`src/rtl/sync_decode_pkg.sv`:
```
// Shared types and constants for the lighthouse sync pulse decoder.
// Latency: n/a (declarations only).
// Backpressure: n/a.
//
// Contents: FSM state enum, default geometry (CW/BASE/STEP/FILT),
// the code-window threshold helper and the bit positions of {skip, data, axis}.
package sync_decode_pkg;

    typedef enum logic [1:0] {
        SD_IDLE    = 2'd0,
        SD_MEASURE = 2'd1,
        SD_DECIDE  = 2'd2
    } sd_state_e;

    localparam int SD_CW   = 13;    // width counter bits
    localparam int SD_BASE = 3125;  // code-0 width, 62.5 us @ 50 MHz
    localparam int SD_STEP = 521;   // per-code increment, 10.42 us @ 50 MHz
    localparam int SD_FILT = 4;     // stability clocks, legal 2..15

    // Positions inside code = {skip, data, axis}
    localparam int AXIS_BIT = 0;
    localparam int DATA_BIT = 1;
    localparam int SKIP_BIT = 2;

    // Lower edge of the window for code k: windows are centred on
    // BASE + k*STEP, so each starts half a step below the nominal width.
    function automatic int sd_threshold(int base, int step, int k);
        return base - step / 2 + k * step;
    endfunction

endpackage

```
`src/rtl/sync_pulse_decoder_if.sv`:
```
// Signal bundle between the optical front end, the decoder and its consumers.
// Latency: n/a (wires only).
// Backpressure: none; strobes are fire-and-forget single-cycle pulses.
//
// master: the decoder (consumes sync_in, drives everything else).
// slave : the environment (drives sync_in, observes the decoded results).
interface sync_pulse_decoder_if
    import sync_decode_pkg::*;
#(
    parameter int CW = SD_CW
);
    logic          sync_in;     // raw combined sensor level, async to clk
    logic          sync_clean;  // synchronized, filtered level
    logic          valid;       // accepted flash strobe
    logic          reject;      // out-of-range flash strobe
    logic [2:0]    code;        // {skip, data, axis}
    logic          axis;
    logic          data;
    logic          skip;
    logic [CW-1:0] width;       // high time of last measured flash
    logic          sweep_axis;  // axis of last accepted non-skip flash

    modport master (
        input  sync_in,
        output sync_clean, valid, reject, code, axis, data, skip, width, sweep_axis
    );

    modport slave (
        output sync_in,
        input  sync_clean, valid, reject, code, axis, data, skip, width, sweep_axis
    );

endinterface

```
`src/rtl/glitch_filter.sv`:
```
// 2-FF synchronizer followed by a stability filter on the optical sync level.
// Latency: dout follows din by 2+FILT clocks on both edges (high time preserved).
// Backpressure: none; free-running level path.
//
// Ports: clk, rst (async active-high), din (async level), dout (clean level).
// FILT must lie in 2..15 so the 4-bit stability counter can hold FILT-1.
module glitch_filter
    import sync_decode_pkg::*;
#(
    parameter int FILT = SD_FILT
) (
    input  logic clk,
    input  logic rst,
    input  logic din,
    output logic dout
);

    localparam logic [3:0] CNT_LAST = 4'(FILT - 1);

    logic       meta_q,  meta_d;
    logic       sync_q,  sync_d;
    logic       clean_q, clean_d;
    logic [3:0] cnt_q,   cnt_d;

    // The counter runs only while the synchronized level disagrees with the
    // filtered one; any return to agreement restarts the count, so only a
    // level that persists FILT clocks gets through.
    always_comb begin
        meta_d  = din;
        sync_d  = meta_q;
        clean_d = clean_q;
        cnt_d   = '0;
        if (sync_q != clean_q) begin
            if (cnt_q == CNT_LAST) begin
                clean_d = sync_q;
            end else begin
                cnt_d = cnt_q + 1'b1;
            end
        end
    end

    always_ff @(posedge clk or posedge rst) begin
        if (rst) begin
            meta_q  <= 1'b0;
            sync_q  <= 1'b0;
            clean_q <= 1'b0;
            cnt_q   <= '0;
        end else begin
            meta_q  <= meta_d;
            sync_q  <= sync_d;
            clean_q <= clean_d;
            cnt_q   <= cnt_d;
        end
    end

    assign dout = clean_q;

endmodule

```
`src/rtl/sync_pulse_decoder.sv`:
```
// Measures each clean sync flash and classifies its width into {skip, data, axis}.
// Latency: valid/reject pulse on the 2nd clock edge after sync_clean falls.
// Backpressure: none; strobes are single-cycle, results held until next update.
//
// Ports: clk, rst (async active-high), bus (master modport: sync_in in,
// sync_clean/valid/reject/code/axis/data/skip/width/sweep_axis out).
module sync_pulse_decoder
    import sync_decode_pkg::*;
#(
    parameter int CW   = SD_CW,
    parameter int BASE = SD_BASE,
    parameter int STEP = SD_STEP,
    parameter int FILT = SD_FILT
) (
    input  logic                    clk,
    input  logic                    rst,
    sync_pulse_decoder_if.master    bus
);

    localparam logic [CW-1:0] CNT_MAX = '1;
    // Saturated widths must land at or above LIM_HI to be rejected; true for
    // the default geometry (L8 = 7033 < 8191).
    localparam logic [CW-1:0] LIM_LO  = CW'(sd_threshold(BASE, STEP, 0));
    localparam logic [CW-1:0] LIM_HI  = CW'(sd_threshold(BASE, STEP, 8));

    logic sync_clean;

    glitch_filter #(
        .FILT (FILT)
    ) u_filter (
        .clk  (clk),
        .rst  (rst),
        .din  (bus.sync_in),
        .dout (sync_clean)
    );

    sd_state_e     state_q,  state_d;
    logic [CW-1:0] count_q,  count_d;
    logic [CW-1:0] width_q,  width_d;
    logic [2:0]    code_q,   code_d;
    logic          sweep_q,  sweep_d;
    logic          valid_q,  valid_d;
    logic          reject_q, reject_d;

    logic [2:0]    k_code;
    logic          in_range;

    // Window index: the highest k whose lower edge the count has reached.
    always_comb begin
        k_code = 3'd0;
        for (int k = 1; k < 8; k++) begin
            if (count_q >= CW'(sd_threshold(BASE, STEP, k))) begin
                k_code = 3'(k);
            end
        end
        in_range = (count_q >= LIM_LO) && (count_q < LIM_HI);
    end

    always_comb begin
        state_d  = state_q;
        count_d  = count_q;
        width_d  = width_q;
        code_d   = code_q;
        sweep_d  = sweep_q;
        valid_d  = 1'b0;
        reject_d = 1'b0;
        case (state_q)
            SD_IDLE: begin
                if (sync_clean) begin
                    state_d = SD_MEASURE;
                    count_d = CW'(1);
                end
            end
            SD_MEASURE: begin
                if (sync_clean) begin
                    if (count_q != CNT_MAX) begin
                        count_d = count_q + 1'b1;
                    end
                end else begin
                    state_d = SD_DECIDE;
                end
            end
            SD_DECIDE: begin
                // sync_clean cannot rise here: the filter needs >= 2 clocks
                // of new level, so the next flash is seen from IDLE.
                state_d = SD_IDLE;
                width_d = count_q;
                if (in_range) begin
                    valid_d = 1'b1;
                    code_d  = k_code;
                    // Skip flashes carry no sweep, so they don't retarget it.
                    if (!k_code[SKIP_BIT]) begin
                        sweep_d = k_code[AXIS_BIT];
                    end
                end else begin
                    reject_d = 1'b1;
                end
            end
            default: begin
                state_d = SD_IDLE;
            end
        endcase
    end

    always_ff @(posedge clk or posedge rst) begin
        if (rst) begin
            state_q  <= SD_IDLE;
            count_q  <= '0;
            width_q  <= '0;
            code_q   <= '0;
            sweep_q  <= 1'b0;
            valid_q  <= 1'b0;
            reject_q <= 1'b0;
        end else begin
            state_q  <= state_d;
            count_q  <= count_d;
            width_q  <= width_d;
            code_q   <= code_d;
            sweep_q  <= sweep_d;
            valid_q  <= valid_d;
            reject_q <= reject_d;
        end
    end

    assign bus.sync_clean = sync_clean;
    assign bus.valid      = valid_q;
    assign bus.reject     = reject_q;
    assign bus.code       = code_q;
    assign bus.axis       = code_q[AXIS_BIT];
    assign bus.data       = code_q[DATA_BIT];
    assign bus.skip       = code_q[SKIP_BIT];
    assign bus.width      = width_q;
    assign bus.sweep_axis = sweep_q;

endmodule

```
`src/flat_wrapper.sv`:
```
// flat-port wrapper written by rule: the top's interface ports become plain ports
module sync_pulse_decoder_flat import sync_decode_pkg::*;
#(
    parameter int CW   = SD_CW,
    parameter int BASE = SD_BASE,
    parameter int STEP = SD_STEP,
    parameter int FILT = SD_FILT
)
  (clk, rst, bus_sync_in, bus_sync_clean, bus_valid, bus_reject, bus_code, bus_axis, bus_data, bus_skip, bus_width, bus_sweep_axis);
  sync_pulse_decoder_if #(.CW(CW)) bus_i ();
  input  logic clk;
  input  logic rst;
  input wire logic [$bits(bus_i.sync_in)-1:0] bus_sync_in;
  output wire logic [$bits(bus_i.sync_clean)-1:0] bus_sync_clean;
  output wire logic [$bits(bus_i.valid)-1:0] bus_valid;
  output wire logic [$bits(bus_i.reject)-1:0] bus_reject;
  output wire logic [$bits(bus_i.code)-1:0] bus_code;
  output wire logic [$bits(bus_i.axis)-1:0] bus_axis;
  output wire logic [$bits(bus_i.data)-1:0] bus_data;
  output wire logic [$bits(bus_i.skip)-1:0] bus_skip;
  output wire logic [$bits(bus_i.width)-1:0] bus_width;
  output wire logic [$bits(bus_i.sweep_axis)-1:0] bus_sweep_axis;
  assign bus_i.sync_in = bus_sync_in;
  assign bus_sync_clean = bus_i.sync_clean;
  assign bus_valid = bus_i.valid;
  assign bus_reject = bus_i.reject;
  assign bus_code = bus_i.code;
  assign bus_axis = bus_i.axis;
  assign bus_data = bus_i.data;
  assign bus_skip = bus_i.skip;
  assign bus_width = bus_i.width;
  assign bus_sweep_axis = bus_i.sweep_axis;
  sync_pulse_decoder #(.CW(CW), .BASE(BASE), .STEP(STEP), .FILT(FILT)) u_core (.clk(clk), .rst(rst), .bus(bus_i));
endmodule
```
`config.mk`:
```
export PLATFORM = sky130hd
export DESIGN_NAME = sync_pulse_decoder_flat
export DESIGN_NICKNAME = d
export VERILOG_FILES = /design/src/rtl/sync_decode_pkg.sv /design/src/rtl/sync_pulse_decoder_if.sv /design/src/rtl/glitch_filter.sv /design/src/rtl/sync_pulse_decoder.sv /design/src/flat_wrapper.sv
export SDC_FILE = /design/constraint.sdc
export NUM_CORES = 1
export LEC_CHECK = 0
export ABC_AREA = 1
export BUFFER_PORTS_ARGS = -buffer_cell sky130_fd_sc_hd__buf_2
export CAP_MARGIN = 20
export CELL_PAD_IN_SITES_DETAIL_PLACEMENT = 1
export CELL_PAD_IN_SITES_GLOBAL_PLACEMENT = 1
export CORE_MARGIN = 1.5
export CORE_UTILIZATION = 38
export CTS_BUF_LIST = sky130_fd_sc_hd__clkbuf_4 sky130_fd_sc_hd__clkbuf_8 sky130_fd_sc_hd__clkbuf_16
export DETAILED_ROUTE_END_ITERATION = 7
export PLACE_DENSITY_LB_ADDON = 0.3
export SYNTH_ARGS = -nofsm -noshare
export SYNTH_HDL_FRONTEND = slang
export SYNTH_SLANG_ARGS = --single-unit
```
`constraint.sdc`:
```
create_clock -name clk -period 1.6 [get_ports clk]
set_input_delay 0 -clock clk [delete_from_list [all_inputs] [get_ports clk]]
set_output_delay 0 -clock clk [all_outputs]
set_load 0.01 [all_outputs]
```
==> reports/results.txt <==
outcome: finished, violations left
failing checks: setup timing
Hold Vio Cnt, Final: 0
Tmin final: 1790 ps
total CTS buffers: 5
largest net degree at the start of global routing: 32
Rows: 28
chip width: 81.2 um
Mapped Cells: 311
Place WS: -152 ps
RSZ-0062 raised after global routing: yes
final worst-path cycle share: 112%
setup slack, reg-to-reg: -190 ps
# IOs: 26
TritonRoute pass-1 iters: 4
setup slack after layout: -192 ps
CP max FO: 9
Synth Net Count: 318
Reg2Reg Depth: 10
n_diodes: 0
Power Density: 1080 nW/um2
CTS root buf: clkbuf_8
Max Root-Sink Buffers: 2
Clock transition at path regs: 90 ps
cell-internal power: 2.20 mW
CTS tree: done
post-DP HPWL: 6020 um
die area: 6590 um2
post-synth cell types: 32
global-route wire length before repair: 14,300 um
Final Util: 60.2%
worst min path class: input pin to asynchronous set/reset pin
global-route usage over all layers: 29.3%
Filler cells: 724
core area: 5920 um2
Final Skew: 10.8 ps
crit path capture type: flip-flop
Comb pwr share: 45.8%
vias in the first global route: 2,819
worst reg2reg startpoint: u_core.count_q[4]
WS Path Type: flip-flop to flip-flop
Routed Antenna Nets: 0
H-tree depth: 2
via-per-instance ratio: 5.58
syn avg cell area: 7.47 um2
clk sinks: 41
wire length per cell: 20.9 um
DIE HEIGHT: 81.2 um
setup TNS: -2310 ps
number of remaining DRC errors: 0
sequential cell fraction of total power: 35.5%
synthesized area: 2320 um2
1st-iter DRT viols: 145
Setup crit start kind: flip-flop
sequential share of the synthesized area: 44.2%
final net count: 414
port bufs: 25
Net Switching: 1.64 mW
reg-to-reg endpoint: u_core.count_q[2]
Max IR drop VDD: 0.833 mV
Worst EP arrival: 2030 ps
Slew Viols, Final: 0
final setup violation count: 18
routability cong.: 0.912
Synth Register Bits: 41
WHS: 227 ps
# Max-Cap Violations: 0
grt ovf: 0
Initial Util: 39.2%
worst path required time: 1840 ps
relative slew slack: 70.4%
clock power share: 18.7%
synth-to-layout area growth: 53.4%
layout cells sized above 1: 50.0%
switching share of power: 42.6%
Least-Margin Pin Slew: 443 ps
highest clock rate: 558 MHz
DR vias: 2,697
antenna violations before repair: 0
LEAKAGE: 1.74 nW
YS warnings: 0
total length of routed wires: 10,100 um
Clk Latency, worst-skew pair: 310 ps
-- timing repair --
action,CTS,global route
hold endpoints to repair,11,0
pin swaps,22,16
buffers inserted,14,5
setup endpoints to repair,17,19
hold buffers,2,0
resized for setup,70,65
-- cells in the final DEF, fill, tap and decap left out, drive strengths merged --
master       Yosys  layout
inv             32      32
xnor2            2       2
buf              8      97
dfrtp           41      41
clkbuf           2       5
nor2b            1       1
nor3             7       7
ha               4       4
nor2            43      43
o21bai           2       2
nand3           19      19
o31ai            4       4
nand4            5       5
mux2             1       1
nand2           85      85
clkinv           1       4
dlygate4sd3      0       2
nor4             1       1
xor2             4       4
o21a             1       1
o21ai           31      31
a21oi           15      15
nand3b           2       2
-- final cells by class --
class | instances | area (um2) | area share (%)
Clock inverter | 3 | 22.5 | 0.632
Tap cell | 75 | 93.8 | 2.63
Multi-Input combinational cell | 227 | 1470 | 41.2
Clock buffer | 5 | 68.8 | 1.93
Sequential cell | 41 | 1040 | 29.2
Timing Repair Buffer | 99 | 729 | 20.5
Inverter | 33 | 141 | 3.97
-- Yosys cell counts --
library cell	instances	area share (%)
clkinv_1	1	0.16
nand2_2	2	0.54
a21oi_1	14	3.0
nand3_1	19	4.1
inv_1	27	4.4
nor2b_1	1	0.27
mux2_2	1	0.48
nand2_1	82	13
o21a_1	1	0.32
buf_6	2	0.97
nor2_2	2	0.54
ha_1	4	2.2
dfrtp_1	41	44
nor4_1	1	0.27
buf_2	3	0.65
o21ai_1	1	0.22
nand4_2	1	0.54
o31ai_1	4	1.3
xor2_1	4	1.5
buf_4	3	0.97
nand4_1	4	1.1
nor3_4	1	0.70
clkbuf_1	2	0.32
inv_2	5	0.81
o21bai_1	2	0.65
xnor2_1	2	0.75
nand3b_1	2	0.65
nor3_1	6	1.3
nand2_4	1	0.48
nor2_1	41	6.6
a21oi_2	1	0.38
o21ai_0	30	6.5
-- state kept, by name, indices dropped and copies added (netlist names) --
signal                  flops
u_core.bus.code             3
u_core.bus.reject           1
u_core.bus.sweep_axis       1
u_core.bus.valid            1
u_core.bus.width           13
u_core.count_q             13
u_core.state_q              2
u_core.u_filter.cnt_q       4
u_core.u_filter.dout        1
u_core.u_filter.meta_q      1
u_core.u_filter.sync_q      1
-- logic make-up after synthesis --
| family | Yosys count | share of synthesized area, % |
|---|---|---|
| buf+inv | 43 | 8.24 |
| flops | 41 | 44.2 |
| mux | 1 | 0.485 |
| compound gates | 53 | 12.3 |
| fa+ha+maj | 4 | 2.16 |
| xor+xnor | 6 | 2.26 |
| simple gates | 163 | 30.3 |
-- stage by stage --
step                std cells  instance area, um2  total power [mW]
floorplan                 311                2330              1.96
global placement          455                2900              2.40
detailed placement        455                2900              2.47
CTS                       478                3290              3.45
global route              483                3560              4.03
finish                    483                3560              3.84
-- power groups by stage --
stage / clock, mW / sequential (mW) / combinational (mW)
global placement: 0 / 1.33 / 1.08
CTS: 0.719 / 1.35 / 1.39
floorplan: 0 / 1.33 / 0.629
detailed placement: 0 / 1.34 / 1.13
global route: 0.769 / 1.37 / 1.89
finish: 0.717 / 1.36 / 1.76
-- how the worst max path moves through the flow --
stage,start,endpoint,slack [ps],cells past startpoint
floorplan,u_core.count_q[1],u_core.count_q[4],20,10
global placement,u_core.count_q[8],u_core.bus.sweep_axis,-200,10
detailed placement,u_core.count_q[8],u_core.bus.sweep_axis,-150,10
CTS,u_core.count_q[1],u_core.bus.sweep_axis,-10,15
global route,u_core.count_q[4],u_core.count_q[2],-280,10
finish,u_core.count_q[4],u_core.count_q[2],-190,10
-- critical path, cell delays in order (launching register included) --
cell     delay, ps
dfrtp_2        470
nand2_4        120
nor3_4         200
nand2_2        120
nor2_4         190
nand4_4        140
nand2_8        160
inv_8           70
nand3_2         70
nand2_1         70
a21oi_2        120
-- layer usage --
| layer | global-route usage (%) | part of all wire, % | vias to the layer above |
|---|---|---|---|
| met3 | 6.07 | 4.3 | 51 |
| met4 | 16.6 | 5.7 | 0 |
| li1 | - | - | 1203 |
| met2 | 53.3 | 52 | 103 |
| met1 | 31.2 | 38 | 1340 |
| met5 | 0 | 0 | - |
Note: power is estimated with default switching activity, not from simulation.
